--- src/rtl/pool_pkg.sv ---
// Shared encodings and sizing helpers for the 2x2 streaming pooling block.
package pool_pkg;

  typedef enum logic {
    POOL_MAX = 1'b0,
    POOL_AVG = 1'b1
  } pool_mode_e;

  // Index width that stays legal for a single-entry array.
  function automatic int idx_width(input int n);
    return (n > 1) ? $clog2(n) : 1;
  endfunction

endpackage

--- src/rtl/pool_line_buf.sv ---
// Half-row line buffer: holds the reduced even-row pair for each window column k.
module pool_line_buf
  import pool_pkg::*;
#(
  parameter int DEPTH = 3,
  parameter int DW    = 33,
  parameter int KW    = idx_width(DEPTH)
) (
  input  logic          clk,
  input  logic          we_i,
  input  logic [KW-1:0] idx_i,
  input  logic [DW-1:0] wdata_i,
  output logic [DW-1:0] rdata_o
);

  logic [DW-1:0] mem_q [DEPTH];

  // NOTE: storage is deliberately not reset; every entry is written on an even row before the odd row reads it.
  always_ff @(posedge clk) begin
    if (we_i) mem_q[idx_i] <= wdata_i;
  end

  assign rdata_o = mem_q[idx_i];

endmodule

--- src/rtl/pool2d_stream.sv ---
// 2x2 stride-2 max/average pooling over a raster-order pixel stream with valid gaps.
module pool2d_stream
  import pool_pkg::*;
#(
  parameter int DATA_WIDTH = 32,
  parameter int WIDTH      = 6,
  parameter int HEIGHT     = 6
) (
  input  logic                  clk,
  input  logic                  rst,
  input  logic [DATA_WIDTH-1:0] i_data,
  input  logic                  valid_in,
  input  logic                  mode,
  output logic [DATA_WIDTH-1:0] o_data,
  output logic                  valid_out,
  output logic                  last_out
);

  localparam int DW = DATA_WIDTH;
  localparam int CW = $clog2(WIDTH);
  localparam int RW = $clog2(HEIGHT);
  localparam int KW = idx_width(WIDTH / 2);

  logic [CW-1:0]   col_q, col_d;
  logic [RW-1:0]   row_q, row_d;
  pool_mode_e      mode_q, mode_d, cur_mode;
  logic [DW-1:0]   pair_q, pair_d;
  logic [DW-1:0]   o_data_q, o_data_d;
  logic            valid_q, valid_d, last_q, last_d;

  logic [KW-1:0]   k;
  logic            buf_we;
  logic [DW:0]     buf_rd, pair_red;
  logic [DW-1:0]   pair_max, comb_max, result;
  logic signed [DW+1:0] sum4, sum4_shr;

  assign k = KW'(col_q >> 1);

  pool_line_buf #(.DEPTH(WIDTH / 2), .DW(DW + 1), .KW(KW)) u_line_buf (
    .clk     (clk),
    .we_i    (buf_we),
    .idx_i   (k),
    .wdata_i (pair_red),
    .rdata_o (buf_rd)
  );

  // NOTE: every signal written here gets a default first so no latch is inferred.
  always_comb begin
    col_d    = col_q;
    row_d    = row_q;
    mode_d   = mode_q;
    pair_d   = pair_q;
    o_data_d = o_data_q;
    valid_d  = 1'b0;
    last_d   = 1'b0;

    // The mode sampled with pixel (0,0) governs the whole frame, including that pixel.
    cur_mode = (col_q == '0 && row_q == '0) ? pool_mode_e'(mode) : mode_q;

    pair_max = ($signed(pair_q) > $signed(i_data)) ? pair_q : i_data;
    pair_red = (cur_mode == POOL_AVG) ? ({pair_q[DW-1], pair_q} + {i_data[DW-1], i_data})
                                      : {pair_max[DW-1], pair_max};

    comb_max = ($signed(buf_rd[DW-1:0]) > $signed(pair_red[DW-1:0])) ? buf_rd[DW-1:0]
                                                                     : pair_red[DW-1:0];
    sum4     = {buf_rd[DW], buf_rd} + {pair_red[DW], pair_red};
    sum4_shr = sum4 >>> 2;
    result   = (cur_mode == POOL_AVG) ? sum4_shr[DW-1:0] : comb_max;

    buf_we   = valid_in && col_q[0] && !row_q[0];

    if (valid_in) begin
      if (col_q == '0 && row_q == '0) mode_d = cur_mode;
      if (!col_q[0]) pair_d = i_data;

      if (col_q == CW'(WIDTH - 1)) begin
        col_d = '0;
        row_d = (row_q == RW'(HEIGHT - 1)) ? '0 : row_q + RW'(1);
      end else begin
        col_d = col_q + CW'(1);
      end

      if (col_q[0] && row_q[0]) begin
        valid_d  = 1'b1;
        o_data_d = result;
        last_d   = (col_q == CW'(WIDTH - 1)) && (row_q == RW'(HEIGHT - 1));
      end
    end
  end

  // NOTE: sequential state uses non-blocking assignments so all registers update together.
  always_ff @(posedge clk or posedge rst) begin
    if (rst) begin
      col_q    <= '0;
      row_q    <= '0;
      mode_q   <= POOL_MAX;
      pair_q   <= '0;
      o_data_q <= '0;
      valid_q  <= 1'b0;
      last_q   <= 1'b0;
    end else begin
      col_q    <= col_d;
      row_q    <= row_d;
      mode_q   <= mode_d;
      pair_q   <= pair_d;
      o_data_q <= o_data_d;
      valid_q  <= valid_d;
      last_q   <= last_d;
    end
  end

  assign o_data    = o_data_q;
  assign valid_out = valid_q;
  assign last_out  = last_q;

endmodule

--- config.mk ---
export PLATFORM = sky130hd
export DESIGN_NAME = pool2d_stream
export DESIGN_NICKNAME = d
export VERILOG_FILES = /design/src/rtl/pool_pkg.sv /design/src/rtl/pool_line_buf.sv /design/src/rtl/pool2d_stream.sv
export SDC_FILE = /design/constraint.sdc
export NUM_CORES = 1
export LEC_CHECK = 0
export CORE_ASPECT_RATIO = 0.9
export CORE_UTILIZATION = 50
export CTS_BUF_LIST = sky130_fd_sc_hd__clkbuf_8
export CTS_CLUSTER_DIAMETER = 200
export DETAILED_ROUTE_END_ITERATION = 8
export DONT_BUFFER_PORTS = 1
export GPL_ROUTABILITY_DRIVEN = 1
export SYNTH_ARGS = -nofsm -noshare
export SYNTH_HDL_FRONTEND = slang
export SYNTH_SLANG_ARGS = --single-unit
--- constraint.sdc ---
create_clock -name clk -period 7.1 [get_ports clk]
set_input_delay 1.065 -clock clk [delete_from_list [all_inputs] [get_ports clk]]
set_output_delay 1.065 -clock clk [all_outputs]
set_load 0.02 [all_outputs]
Word-level counts from Yosys, hierarchy flattened

Memories as Yosys holds them, arrays and structs flattened.
Index checks and enable logic that the tools add are counted.

Flip-flop bits (word level): 73
Latch bits: 0
RAM bits: 99
Memory bits (read-only): 0
Input port bits: 36
Output and inout bits: 34
Word-level logic and storage cells: 42
Memories: 1

Memory list:

| memory           | words | bits a word | read ports | clocked after Yosys merged registers in | wr ports | line                | source |
|---|---|---|---|---|---|---|---|
| u_line_buf.mem_q | 3     | 33          | 1          | 0                                       | 1        | pool_line_buf.sv:16 | `logic [DW-1:0] mem_q [DEPTH];` |

Add/subtract/negate cells: 4
Multipliers: 0
Div/mod/pow operators: 0
$lt $le $gt $ge: 2
Equality and inequality tests: 2
Shift-type cells: 0
Mux-type cells: 13
Bitwise gates (word level): 1
Reductions and logical operators: 12

Operators by type and width:

| kind                                         | number |
|---|---|
| 2-to-1 mux 32 bit                            | 3 |
| greater-than comparator 32 bit               | 2 |
| adder 33 x 33 -> 34 bit                      | 1 |
| adder 32 x 32 -> 33 bit                      | 1 |
| 2-to-1 mux 33 bit                            | 1 |
| AND reduction 2 bit                          | 4 |
| 2-to-1 mux 1 bit                             | 7 |
| adder 3 x 1 -> 3 bit (second input constant) | 2 |
| == test 3 bit (second input constant)        | 2 |
| logical NOT 3 bit                            | 2 |
| 2-to-1 mux 3 bit                             | 2 |
| logical AND 1 bit                            | 5 |
| logical NOT 1 bit                            | 1 |
| NOT 1 bit                                    | 1 |

Longest topological paths before layout

Depth after elaboration: 7
Depth in mapped cells: 29
Gate-level depth less buffers: 26

By module

A second synthesis with hierarchy kept.

Cells, all modules: 1260
Area, all modules: 12404.4 um2

Modules (own cells, without submodules):

| module        | instances | cells an instance | area an instance (um2) | seq. area each (um2) |
|---|---|---|---|---|
| pool2d_stream | 1         | 1048              | 8680.8                 | 1826.8 |
| pool_line_buf | 1         | 212               | 3723.6                 | 2972.9 |

Worst setup path before layout

No wires, ideal clock.

Kind: input to register
Start point: in i_data[9]
End point: reg o_data_q[26], in the netlist o_data[26]
Library setup time: 126 ps
Arrival time: 5690 ps
Required time: 6974 ps
Path slack: 1284 ps
Stages: 25
Path buffers: 3
Path through: inv_1 -> ha_1 -> a21o_1 -> a21o_1 -> a211oi_1 -> o221ai_1 -> a21oi_2 -> mux2i_4 -> buf_4 -> mux2i_1 -> inv_1 -> a21oi_1 -> ha_1 -> clkbuf_1 -> a21o_1 -> a21oi_1 -> o21ai_1 -> o211ai_1 -> a31oi_1 -> a2111oi_2 -> mux2i_1 -> buf_4 -> mux2i_1 -> nor2_1 -> a221o_1

Longest elaborated chain between the ends: 6
Elaborated cells between the ends (all ways): 8
Classes of those cells: 2 x add/sub; 2 x order compare; 4 x mux

Ends and longest elaborated chain:

| what                           | line                 | source |
|---|---|---|
| start: declaration             | pool2d_stream.sv:11  | `input logic [DATA_WIDTH-1:0] i_data,` |
| greater-than comparator 32 bit | pool2d_stream.sv:60  | `pair_max = ($signed(pair_q) > $signed(i_data)) ? pair_q : i_data;` |
| 2-to-1 mux 32 bit              | pool2d_stream.sv:60  |  |
| 2-to-1 mux 33 bit *            | pool2d_stream.sv:61  | `pair_red = (cur_mode == POOL_AVG) ? ({pair_q[DW-1], pair_q} + {i_data[DW-1], i_data})` |
| greater-than comparator 32 bit | pool2d_stream.sv:64  | `comb_max = ($signed(buf_rd[DW-1:0]) > $signed(pair_red[DW-1:0])) ? buf_rd[DW-1:0]` |
| 2-to-1 mux 32 bit              | pool2d_stream.sv:64  |  |
| 2-to-1 mux 32 bit *            | pool2d_stream.sv:68  | `result = (cur_mode == POOL_AVG) ? sum4_shr[DW-1:0] : comb_max;` |
| end signal: assignment         | pool2d_stream.sv:106 | `o_data_q <= o_data_d;` |
| end: declaration               | pool2d_stream.sv:28  | `logic [DW-1:0] o_data_q, o_data_d;` |

Every way passes the cells marked *; elsewhere a longest branch is shown, timed or not.
A chain may end at the register's enable or synchronous reset.

Worst setup path in the final report

Start point: in i_data[9]
End point: reg o_data_q[30], in the netlist o_data[30]

Longest elaborated chain between the ends: 6
Elaborated cells between the ends (all ways): 8
Classes of those cells: 2 x add/sub; 2 x order compare; 4 x mux

Ends and longest elaborated chain:

| what                             | line                | source |
|---|---|---|
| greater-than comparator 32 bit * | pool2d_stream.sv:60 |  |
| 2-to-1 mux 32 bit *              | pool2d_stream.sv:60 |  |
| 2-to-1 mux 33 bit *              | pool2d_stream.sv:61 |  |
| via pair_red[6]                  | pool2d_stream.sv:33 | `logic [DW:0] buf_rd, pair_red;` |
| greater-than comparator 32 bit   | pool2d_stream.sv:64 |  |
| 2-to-1 mux 32 bit                | pool2d_stream.sv:64 |  |
| 2-to-1 mux 32 bit *              | pool2d_stream.sv:68 |  |

The timed path passes the listed nets; every way through them passes the cells marked *.

==> summary by stage <==
Setup path
The reg-to-reg setup timing slack is 0.77 ns. Data on the critical path arrives at its endpoint at 6.87 ns. The biggest cell delay along the critical path is 0.55 ns. The critical path launch point type is an input pin. The capturing element type of the critical path is a register. In this run the worst path has a maximum fanout of 7. Together, buffers and inverters on the worst path number 3. The category of the critical setup timing path is in -> reg. The kind of cell adding the most delay to the critical path is compound AO/OA/AOI/OAI gates. Among all stages on the critical path, the largest delay is contributed by sky130_fd_sc_hd__o41ai_2. The required arrival time at the worst endpoint is 7.46 ns.

Counting stages on the worst path, the most repeated cell is sky130_fd_sc_hd__nor2_1.

Floorplanning
The core region is 23500 um^2. The effective utilization at floorplan is 51.3%. The die covers 24800 um^2.

The top-level I/O count is 70. The height of the die is 149 um. Measured along the x axis, the die boundary spans 166 um. After floorplanning, the core was divided into 53 placement rows.

Route
Across all layers, the routed design uses 8775 vias. The average via count per standard cell is 5.65. The wire length per cell after detailed routing is 19.3 um.

In this run, the number of DRC markers left after iteration 0 of detailed routing was 568. The first detailed-routing pass ran for 7 iterations. In the routed design, unresolved DRC markers number 4.

The residual antenna-violating net count after detailed routing is 0. Wires add up to 30000 um.

Clock tree
Once the clock tree was built, the setup fixing pass inserted 0 buffers. The post-CTS resize count is 0. The clock latency of the later-clocked register in the worst-skew pair is 0.48 ns. In this run the clock root is driven by a sky130_fd_sc_hd__clkbuf_8. Clock-pin slew was measured on the worst setup and hold paths at 0.10 ns.

For this design, the sink count on the clock tree is 172. The hold buffer count at cts is 0. The maximum count of clock buffers along a single path is 2. The total number of H-tree levels is 4. TritonCTS created 17 clock buffers. TritonCTS built the clock tree.

Synthesis
The sequential cell area fraction in the yosys report is 39.7%. For this run, asynchronously set or reset flops after synthesis account for 42.4%. The share of the synthesized area in the top cell type is 24.6%.

The post-synthesis instance total is 1256. The number of warnings reported in the yosys synthesis log is 0. The flop and latch count out of synthesis is 172. The mean cell area of the mapped netlist is 9.62 um^2.

The number of nets in the synthesized netlist is 1422. The library cell occupying the most area in the post-synthesis netlist is sky130_fd_sc_hd__edfxtp_1. Yosys mapped a number of flops with a built-in enable equal to 99. In the synthesized netlist the dominant register cell turns out to be sky130_fd_sc_hd__edfxtp_1. The cell area after synthesis is 12100 um^2. Sorting the synthesized cells by area gives the leading types as sky130_fd_sc_hd__edfxtp_1 (25%), sky130_fd_sc_hd__dfrtp_1 (15%), sky130_fd_sc_hd__ha_1 (13%).

Synthesis instantiated 67 different standard cells from the library.

Finish
The area growth from synthesis to layout is 6.33%. The layout filler cell count is 2124. In the layout the commonest cells are sky130_fd_sc_hd__ha_1 (129), sky130_fd_sc_hd__nand2_1 (115), sky130_fd_sc_hd__nor2_1 (113). The fraction of final layout cells with drive strength greater than 1 is 9.82%. Leaving out fill and tap cells, the most frequent cell in the layout is sky130_fd_sc_hd__ha_1. The net count of the finished layout is 1405. The number of antenna diodes is 0.

Place
At the end of routability-driven placement, the weighted congestion stood at 0.896. The post-DP HPWL is 22000 um. The number of buffers inserted by port buffering is 0.

Timing
The transition time at the pin with the least slew margin is 1.12 ns. Setup repair after global routing left no endpoint under its margin. The fmax is 154 MHz. Measured against its own limit, the worst slew margin works out to 25.2%. Clock skew on the completed layout was measured at 0.0165 ns. After routing, the total negative slack on setup checks comes to 0 ns.

The number of pins exceeding their max-slew limit in the final report is 0. The final hold violation count is 0. The smallest clock period supported by the final layout is computed as 6.51 ns. The final critical path takes up 91.7% of the cycle. Setup violations remaining at the end of the flow were counted as 0.

GRT
The number of global-route vias before repair came to 8420. In the global route stage, overall resource usage came out at 25.2%. The initial antenna violation count came to 0. The first-pass GRT wire length is 47400 um. Entering global routing, the biggest net connects 74 pins. Global routing finished with a remaining overflow of 0.

Job
Across the run, the number of max-cap violations was 0.

Status
The checks that failed: design-rule violations. The run finished, with violations left.

Worst hold path
The classification of the worst-slack hold path is reg -> reg.
[cells by family after synthesis]
kind of cell	Yosys count	synth area share [%]
adders and majority gates	130	13.5
xor gates and xnor gates	59	4.28
AOI/OAI and AO/OA	312	16.0
DFF	172	39.7
buffers and inverters	156	5.10
muxes	114	9.97
and+or+nand+nor	313	11.4
[cell type report]
type	instances	area, um^2	share of cell area [%]
inverter	101	380	2.96
clock inverter	15	146	1.14
clock buffer	17	234	1.82
sequential	172	4800	37.4
tap	302	378	2.94
multi-input combinational	928	6720	52.3
timing repair buffer	19	180	1.40
[stage by stage]
stage	util (%)	area [um^2]	hold WS [ns]	setup slack [ns]	std cells
after floorplan	-	12100	0.462	1.28	1256
after global placement	52.9	12500	0.487	0.229	1522
after detailed placement	52.9	12500	0.487	0.190	1522
after CTS	54.6	12800	0.502	0.681	1554
after global routing	54.6	12800	0.519	0.258	1554
final	54.6	12800	0.505	0.587	1554
[synthesized netlist by cell type, types with 5 or more instances]
master	number
sky130_fd_sc_hd__nand3_1	16
sky130_fd_sc_hd__o21ai_1	74
sky130_fd_sc_hd__o21ai_0	49
sky130_fd_sc_hd__o211ai_1	5
sky130_fd_sc_hd__or2_2	5
sky130_fd_sc_hd__a221o_1	5
sky130_fd_sc_hd__a21o_1	15
sky130_fd_sc_hd__mux2_2	38
sky130_fd_sc_hd__nand2_1	115
sky130_fd_sc_hd__clkbuf_1	38
sky130_fd_sc_hd__inv_1	99
sky130_fd_sc_hd__nor4_1	7
sky130_fd_sc_hd__o21bai_1	18
sky130_fd_sc_hd__o31ai_1	7
sky130_fd_sc_hd__o21a_1	5
sky130_fd_sc_hd__buf_1	5
sky130_fd_sc_hd__xnor2_1	40
sky130_fd_sc_hd__nor2_1	115
sky130_fd_sc_hd__nor2b_1	8
sky130_fd_sc_hd__a21oi_1	90
sky130_fd_sc_hd__edfxtp_1	99
sky130_fd_sc_hd__or3_1	7
sky130_fd_sc_hd__dfrtp_1	73
sky130_fd_sc_hd__mux2i_1	73
sky130_fd_sc_hd__buf_2	6
sky130_fd_sc_hd__ha_1	129
sky130_fd_sc_hd__nor3_1	15
sky130_fd_sc_hd__nand4_1	8
sky130_fd_sc_hd__o221ai_1	6
sky130_fd_sc_hd__xor2_1	19
sky130_fd_sc_hd__buf_4	6
[flip-flops by register name (all words and copies together), names as in the netlist]
| register | count |
|---|---|
| u_line_buf.mem_q | 99 |
| o_data | 32 |
| pair_q | 32 |
| col_q | 3 |
| row_q | 3 |
| last_out | 1 |
| mode_q | 1 |
| valid_out | 1 |
[path summary, 6_finish.rpt]
check,to,from,cells after the start
worst max-delay path,o_data[30],i_data[9],25
worst min-delay path,last_out,row_q[1],1
worst max register to register,o_data[30],pair_q[9],24
worst min register to register,last_out,row_q[1],1
max in group asynchronous,col_q[2],rst,2
min in group asynchronous,pair_q[18],rst,2
[routing by layer]
metal  vias to the layer above  wire [um]  global-route usage [%]
li1                       4411          -                       -
met1                      4104      14900                    37.5
met2                       245      12500                    37.4
met3                        15       2350                    5.71
met4                         0        259                    4.95
met5                         -          0                       0
Power is not shown: default switching activity piles up to over one toggle a cycle in this logic, so the estimate is an artifact.
